==> src/rtl/frost32_mem_arbiter_if.sv <==
// Signal bundle between the Frost32 requesters (fetch and load/store), the arbiter and memory.
// The master modport is the arbiter's view. The slave modport is the view from the pipeline and memory.
interface frost32_mem_arbiter_if #(
  parameter int unsigned ADDR_WIDTH = 32,
  parameter int unsigned DATA_WIDTH = 32
);
  logic                  if_req;
  logic [ADDR_WIDTH-1:0] if_addr;
  logic                  if_ack;
  logic [DATA_WIDTH-1:0] if_rdata;
  logic                  if_err;

  logic                  d_req;
  logic [ADDR_WIDTH-1:0] d_addr;
  logic [DATA_WIDTH-1:0] d_wdata;
  logic                  d_access_type;
  logic [1:0]            d_access_size;
  logic                  d_ack;
  logic [DATA_WIDTH-1:0] d_rdata;
  logic                  d_err;

  logic                  mem_req;
  logic [ADDR_WIDTH-1:0] mem_addr;
  logic [DATA_WIDTH-1:0] mem_wdata;
  logic                  mem_access_type;
  logic [1:0]            mem_access_size;
  logic [DATA_WIDTH-1:0] mem_rdata;
  logic                  mem_ack;

  modport master (
    input  if_req, if_addr, d_req, d_addr, d_wdata, d_access_type, d_access_size,
    input  mem_rdata, mem_ack,
    output if_ack, if_rdata, if_err, d_ack, d_rdata, d_err,
    output mem_req, mem_addr, mem_wdata, mem_access_type, mem_access_size
  );

  modport slave (
    output if_req, if_addr, d_req, d_addr, d_wdata, d_access_type, d_access_size,
    output mem_rdata, mem_ack,
    input  if_ack, if_rdata, if_err, d_ack, d_rdata, d_err,
    input  mem_req, mem_addr, mem_wdata, mem_access_type, mem_access_size
  );
endinterface

==> src/rtl/frost32_mem_arbiter.sv <==
// Round-robin arbiter that shares the single Frost32 memory bus between instruction fetch and
// load/store. It allows one transaction in flight and checks alignment and bus timeout.
module frost32_mem_arbiter #(
  parameter int unsigned ADDR_WIDTH     = 32,
  parameter int unsigned DATA_WIDTH     = 32,
  parameter int unsigned TIMEOUT_CYCLES = 255
) (
  input logic                   clk,
  input logic                   rst_n,
  frost32_mem_arbiter_if.master bus
);

  localparam int unsigned CntW = (TIMEOUT_CYCLES > 0) ? $clog2(TIMEOUT_CYCLES + 1) : 1;
  localparam logic [CntW-1:0] TimeoutVal = CntW'(TIMEOUT_CYCLES);
  localparam logic [CntW-1:0] CntMax     = '1;

  typedef enum logic [1:0] {StIdle, StFetch, StData, StResp} state_e;

  state_e                state_q;
  logic                  last_data_q;  // 0: fetch was granted last
  logic [CntW-1:0]       cnt_q;
  logic                  if_ack_q, d_ack_q, err_q;
  logic [DATA_WIDTH-1:0] rdata_q;
  logic                  mem_req_q, mem_type_q;
  logic [1:0]            mem_size_q;
  logic [ADDR_WIDTH-1:0] mem_addr_q;
  logic [DATA_WIDTH-1:0] mem_wdata_q;

  logic                  grant_data, grant_err, timeout_hit;
  logic [ADDR_WIDTH-1:0] gnt_addr;
  logic [CntW-1:0]       cnt_inc;

  always_comb begin
    grant_data = bus.d_req && (!bus.if_req || !last_data_q);
    gnt_addr   = grant_data ? bus.d_addr : bus.if_addr;
    grant_err  = 1'b0;
    if (grant_data) begin
      unique case (bus.d_access_size)
        2'd0:    grant_err = (gnt_addr[1:0] != 2'b00);
        2'd1:    grant_err = gnt_addr[0];
        2'd2:    grant_err = 1'b0;
        default: grant_err = 1'b1;
      endcase
    end else begin
      grant_err = (gnt_addr[1:0] != 2'b00);
    end
    cnt_inc     = (cnt_q == CntMax) ? cnt_q : cnt_q + 1'b1;
    timeout_hit = (TIMEOUT_CYCLES != 0) && (cnt_inc == TimeoutVal);
  end

  always_ff @(posedge clk or negedge rst_n) begin
    if (!rst_n) begin
      state_q     <= StIdle;
      last_data_q <= 1'b0;
      cnt_q       <= '0;
      if_ack_q    <= 1'b0;
      d_ack_q     <= 1'b0;
      err_q       <= 1'b0;
      rdata_q     <= '0;
      mem_req_q   <= 1'b0;
      mem_type_q  <= 1'b0;
      mem_size_q  <= 2'd0;
      mem_addr_q  <= '0;
      mem_wdata_q <= '0;
    end else begin
      if_ack_q <= 1'b0;
      d_ack_q  <= 1'b0;
      unique case (state_q)
        StIdle: begin
          if (bus.if_req || bus.d_req) begin
            last_data_q <= grant_data;
            mem_addr_q  <= gnt_addr;
            mem_wdata_q <= grant_data ? bus.d_wdata : '0;
            mem_type_q  <= grant_data ? bus.d_access_type : 1'b0;
            mem_size_q  <= grant_data ? bus.d_access_size : 2'd0;
            cnt_q       <= '0;
            if (grant_err) begin
              // Rejected on the spot: acknowledge without ever touching memory.
              if_ack_q <= !grant_data;
              d_ack_q  <= grant_data;
              err_q    <= 1'b1;
              rdata_q  <= '0;
              state_q  <= StResp;
            end else begin
              mem_req_q <= 1'b1;
              state_q   <= grant_data ? StData : StFetch;
            end
          end
        end
        StFetch, StData: begin
          // A completion in the same cycle as the timeout takes priority.
          if (bus.mem_ack) begin
            mem_req_q <= 1'b0;
            rdata_q   <= (state_q == StData && mem_type_q) ? '0 : bus.mem_rdata;
            err_q     <= 1'b0;
            if_ack_q  <= (state_q == StFetch);
            d_ack_q   <= (state_q == StData);
            state_q   <= StResp;
          end else if (timeout_hit) begin
            mem_req_q <= 1'b0;
            rdata_q   <= '0;
            err_q     <= 1'b1;
            if_ack_q  <= (state_q == StFetch);
            d_ack_q   <= (state_q == StData);
            state_q   <= StResp;
          end else begin
            cnt_q <= cnt_inc;
          end
        end
        StResp: begin
          err_q   <= 1'b0;
          rdata_q <= '0;
          state_q <= StIdle;
        end
        default: state_q <= StIdle;
      endcase
    end
  end

  assign bus.if_ack          = if_ack_q;
  assign bus.if_rdata        = rdata_q;
  assign bus.if_err          = err_q;
  assign bus.d_ack           = d_ack_q;
  assign bus.d_rdata         = rdata_q;
  assign bus.d_err           = err_q;
  assign bus.mem_req         = mem_req_q;
  assign bus.mem_addr        = mem_addr_q;
  assign bus.mem_wdata       = mem_wdata_q;
  assign bus.mem_access_type = mem_type_q;
  assign bus.mem_access_size = mem_size_q;

endmodule

==> src/flat_wrapper.sv <==
// flat-port wrapper written by rule: the top's interface ports become plain ports
module frost32_mem_arbiter_flat 
#(
  parameter int unsigned ADDR_WIDTH     = 32,
  parameter int unsigned DATA_WIDTH     = 32,
  parameter int unsigned TIMEOUT_CYCLES = 255
)
  (clk, rst_n, bus_if_req, bus_if_addr, bus_d_req, bus_d_addr, bus_d_wdata, bus_d_access_type, bus_d_access_size, bus_mem_rdata, bus_mem_ack, bus_if_ack, bus_if_rdata, bus_if_err, bus_d_ack, bus_d_rdata, bus_d_err, bus_mem_req, bus_mem_addr, bus_mem_wdata, bus_mem_access_type, bus_mem_access_size);
  frost32_mem_arbiter_if #(.ADDR_WIDTH(ADDR_WIDTH), .DATA_WIDTH(DATA_WIDTH)) bus_i ();
  input logic clk;
  input logic rst_n;
  input wire logic [$bits(bus_i.if_req)-1:0] bus_if_req;
  input wire logic [$bits(bus_i.if_addr)-1:0] bus_if_addr;
  input wire logic [$bits(bus_i.d_req)-1:0] bus_d_req;
  input wire logic [$bits(bus_i.d_addr)-1:0] bus_d_addr;
  input wire logic [$bits(bus_i.d_wdata)-1:0] bus_d_wdata;
  input wire logic [$bits(bus_i.d_access_type)-1:0] bus_d_access_type;
  input wire logic [$bits(bus_i.d_access_size)-1:0] bus_d_access_size;
  input wire logic [$bits(bus_i.mem_rdata)-1:0] bus_mem_rdata;
  input wire logic [$bits(bus_i.mem_ack)-1:0] bus_mem_ack;
  output wire logic [$bits(bus_i.if_ack)-1:0] bus_if_ack;
  output wire logic [$bits(bus_i.if_rdata)-1:0] bus_if_rdata;
  output wire logic [$bits(bus_i.if_err)-1:0] bus_if_err;
  output wire logic [$bits(bus_i.d_ack)-1:0] bus_d_ack;
  output wire logic [$bits(bus_i.d_rdata)-1:0] bus_d_rdata;
  output wire logic [$bits(bus_i.d_err)-1:0] bus_d_err;
  output wire logic [$bits(bus_i.mem_req)-1:0] bus_mem_req;
  output wire logic [$bits(bus_i.mem_addr)-1:0] bus_mem_addr;
  output wire logic [$bits(bus_i.mem_wdata)-1:0] bus_mem_wdata;
  output wire logic [$bits(bus_i.mem_access_type)-1:0] bus_mem_access_type;
  output wire logic [$bits(bus_i.mem_access_size)-1:0] bus_mem_access_size;
  assign bus_i.if_req = bus_if_req;
  assign bus_i.if_addr = bus_if_addr;
  assign bus_i.d_req = bus_d_req;
  assign bus_i.d_addr = bus_d_addr;
  assign bus_i.d_wdata = bus_d_wdata;
  assign bus_i.d_access_type = bus_d_access_type;
  assign bus_i.d_access_size = bus_d_access_size;
  assign bus_i.mem_rdata = bus_mem_rdata;
  assign bus_i.mem_ack = bus_mem_ack;
  assign bus_if_ack = bus_i.if_ack;
  assign bus_if_rdata = bus_i.if_rdata;
  assign bus_if_err = bus_i.if_err;
  assign bus_d_ack = bus_i.d_ack;
  assign bus_d_rdata = bus_i.d_rdata;
  assign bus_d_err = bus_i.d_err;
  assign bus_mem_req = bus_i.mem_req;
  assign bus_mem_addr = bus_i.mem_addr;
  assign bus_mem_wdata = bus_i.mem_wdata;
  assign bus_mem_access_type = bus_i.mem_access_type;
  assign bus_mem_access_size = bus_i.mem_access_size;
  frost32_mem_arbiter #(.ADDR_WIDTH(ADDR_WIDTH), .DATA_WIDTH(DATA_WIDTH), .TIMEOUT_CYCLES(TIMEOUT_CYCLES)) u_core (.clk(clk), .rst_n(rst_n), .bus(bus_i));
endmodule
==> config.mk <==
export PLATFORM = sky130hd
export DESIGN_NAME = frost32_mem_arbiter_flat
export DESIGN_NICKNAME = d
export VERILOG_FILES = /design/src/rtl/frost32_mem_arbiter_if.sv /design/src/rtl/frost32_mem_arbiter.sv /design/src/flat_wrapper.sv
export SDC_FILE = /design/constraint.sdc
export NUM_CORES = 1
export LEC_CHECK = 0
export CAP_MARGIN = 10
export CORE_MARGIN = 1
export CORE_UTILIZATION = 43
export CTS_CLUSTER_SIZE = 10
export DETAILED_ROUTE_END_ITERATION = 8
export GPL_TIMING_DRIVEN = 0
export PLACE_DENSITY_LB_ADDON = 0.3
export SYNTH_ARGS = -nofsm -noshare
export SYNTH_HDL_FRONTEND = slang
export SYNTH_SLANG_ARGS = --single-unit
==> constraint.sdc <==
create_clock -name clk -period 5.8 [get_ports clk]
set_clock_uncertainty 0.2 [all_clocks]
set_input_delay 0.58 -clock clk [delete_from_list [all_inputs] [get_ports clk]]
set_output_delay 0.58 -clock clk [all_outputs]
set_load 0.01 [all_outputs]
==> flow_summary.ini <==
[clock_tree]
cts_num_sinks = 114
cts_max_level = 4
clk_latency_ps = 410
ctsHoldBuffers = 0
cts_root_buf = clkbuf_16
numCtsBuffers = 17
cts_resized = 0
clockBufferDepth = 2
clk_pin_slew_ps = 60
post_cts_buffers = 0
cts_tree = built

[critical_path]
crit_type = input pin to flip-flop
crit_chain = clkdlybuf4s50_1 -> a21boi_1 -> buf_2 -> nand2b_1 -> a31oi_1 -> a2111oi_2 -> buf_2 -> a22o_1
crit_path_top_delay_cell = a2111oi_2
crit_path_start = bus_d_req
r2r_cells = 8
r2r_slack_ps = 2920
r2r_end = u_core.bus.d_rdata[0]
critPathArrivalTime_ps = 3110
r2r_start = u_core.cnt_q[0]
critPathMaxFanout = 10
crit_end = u_core.bus.d_rdata[21]
cp.required_ps = 5950
cp-end-kind = flip-flop
path_common_cell = buf_2
slowest_delay_ps = 730
startpoint_type = input pin

[route]
vias = 4828
post_drt_wl_per_cell_um = 18.1
route.detailed.drc = 20
drtIter0Drc = 308
antenna_left = 0
via_per_inst = 5.35
first_pass_iters = 6
detail_route.wirelength_mm = 16.4

[floorplanning]
core_mm2 = 0.0117
ios = 272
rows = 39
dieArea_mm2 = 0.0126
start_util_pct = 44.9
die_height_um = 112
die_w_um = 112

[synthesis]
synth-seq-cells = 114
syn_area_per_cell_um2 = 11.5
ys_seq_area_share_pct = 54.5
synth_edf_count = 0
yosys_warnings = 0
synth_nets = 597
synthCells = 455
synthFlopType = dfrtp_1
async_reset_ff_share_pct = 100
synth_area_mm2 = 0.00523
ys_types = 51

[min_path]
hold_path_class = input pin to asynchronous set/reset pin

[sta]
slew-limit-headroom_pct = 38.6
worst_pin_slew_ps = 922
layout_setup_ws_ps = 2840
rsz0062_at_grt = false
timing.fmax_mhz = 338
setup_viol = 0
period_needed_ps = 2960
slew_viol_final = 0
min_period_over_period_pct = 51.0
totalNegativeSetupSlack_ps = 0
hold_viol_final = 0

[pwr]
clkPwrFrac_pct = 20.6
power.density_mw_per_mm2 = 533
leakage_nw = 3.83
swShare_pct = 34.4
seqPwrFrac_pct = 29.9
p_int_mw = 3.04
comb_power_share_pct = 49.5
peakVddDrop_mv = 0.265
switchingPower_mw = 1.59

[global_route]
antenna_found_initial = 0
track_usage_pct = 27.0
grt_pass1_wl_mm = 26.0
grt_start_max_net_pins = 72
grt_overflow_total = 0
first_global_vias = 5030

[placement]
dp_cells = 870
port-buffer-count = 271
place_congestion = 0.878
place_ws_ps = 2430
hpwl_mm = 12.7
place_area_mm2 = 0.00814

[layout]
area_growth_pct = 65.9
drive_gt1_share_pct = 11.1
multi_input_area_mm2 = 0.00193
layout.cells.non_filler = 902
antenna_cells = 0
design_area_mm2 = 0.00868
nFillCells = 814
seq_area_mm2 = 0.00285
nets = 888

[run_status]
status = complete, but fails checks
violations = DRC

[flow_run]
cap_viol_max_count = 0
-- sequential cells by signal, summed over array words and instances, names as in the netlist --
name	cells
u_core.bus.d_rdata	32
u_core.bus.mem_addr	32
u_core.bus.mem_wdata	32
u_core.cnt_q	8
u_core.bus.mem_access_size	2
u_core.state_q	2
u_core.bus.d_ack	1
u_core.bus.d_err	1
u_core.bus.if_ack	1
u_core.bus.mem_access_type	1
u_core.bus.mem_req	1
u_core.last_data_q	1
-- how the worst min path moves through the flow --
stage	cells past startpoint	endpoint	slack [ps]	startpoint
after global routing	1	u_core.bus.mem_addr[17]	160	rst_n
after floorplan	0	u_core.bus.d_ack	80	rst_n
after global placement	2	u_core.bus.mem_addr[8]	260	u_core.bus.mem_addr[8]
after CTS	1	u_core.bus.mem_addr[19]	130	rst_n
final	1	u_core.bus.mem_addr[17]	90	rst_n
after detailed placement	2	u_core.bus.mem_addr[23]	270	u_core.bus.mem_addr[23]
-- worst max-delay path: cells and delay by family --
family / cells / cell delay, ps
AO/OA/AOI/OAI: 4 / 1260
buffers and inverters: 3 / 1090
AND/OR/NAND/NOR: 1 / 180
-- cells by family after synthesis --
kind of cell | after synthesis | share of synthesized area (%)
buffers and inverters | 75 | 8.58
muxes | 35 | 6.69
and+or+nand+nor | 78 | 7.36
AOI/OAI and AO/OA | 146 | 21.3
DFF | 114 | 54.5
xor gates and xnor gates | 1 | 0.167
adders and majority gates | 6 | 1.43
-- power by group through the flow --
stage / sequential, mW / clock (mW) / combinational (mW)
after global placement: 1.37 / 0 / 2.24
after CTS: 1.38 / 0.969 / 2.31
after detailed placement: 1.39 / 0 / 2.29
final: 1.39 / 0.953 / 2.29
after floorplan: 1.50 / 0 / 0.930
after global routing: 1.43 / 0.995 / 2.45
-- layout make-up --
class,instances,area share (%)
tap,143,2.06
clock buffer,22,5.23
clock inverter,10,0.994
sequential,114,32.9
timing repair buffer,272,31.4
inverter,9,0.389
buffer,66,4.78
multi-input combinational,266,22.2
-- cell usage after synthesis, drive strengths merged (3+ instances only) --
cell type | number | area, µm²
a21boi | 3 | 22.5
a21oi | 8 | 43.8
a22o | 70 | 613
a32oi | 3 | 26.3
buf | 49 | 352
clkbuf | 17 | 63.8
dfrtp | 114 | 2850
ha | 6 | 75.1
inv | 9 | 33.8
mux2i | 35 | 350
nand2 | 45 | 169
nand2b | 3 | 18.8
nand3 | 6 | 30.0
nor2 | 6 | 30.0
nor3 | 6 | 30.0
o211ai | 4 | 35.0
o21ai | 38 | 190
o311ai | 3 | 26.3
o41ai | 3 | 33.8
-- placed cells by master (no fill, tap or decap), types with 3 or more instances in the layout --
master / Yosys / final
a32oi_1: 3 / 3
nand2b_1: 3 / 3
o21ai_0: 36 / 36
ha_1: 6 / 6
nand3_1: 6 / 6
nor3_1: 6 / 6
clkbuf_16: 0 / 17
dfrtp_1: 114 / 114
mux2i_1: 35 / 35
nor2_1: 5 / 5
a22o_1: 70 / 70
o311ai_1: 3 / 3
a21oi_1: 7 / 7
o211ai_1: 3 / 3
buf_1: 5 / 5
buf_6: 4 / 4
buf_2: 5 / 5
clkdlybuf4s50_1: 0 / 270
nand2_1: 45 / 45
clkbuf_1: 17 / 21
buf_4: 35 / 36
clkinv_2: 0 / 5
inv_1: 9 / 9
clkinvlp_4: 0 / 3
-- per-layer routing --
metal  routed length (µm)  global-route usage, %  vias up
li1                     -                      -     2215
met1                 5970                   28.8     2346
met2                 8580                   48.8      236
met3                 1320                   7.94       31
met4                  492                   13.0        0
met5                    0                      0        -
-- per-stage QoR --
stage	power (mW)	util, %	hold slack (ps)
finish	4.63	74.5	89.5
global route	4.87	74.5	160
floorplan	2.43	-	84.4
global placement	3.61	69.7	262
CTS	4.66	74.5	127
detailed placement	3.69	69.8	270
(Power assumes the default switching activity.)
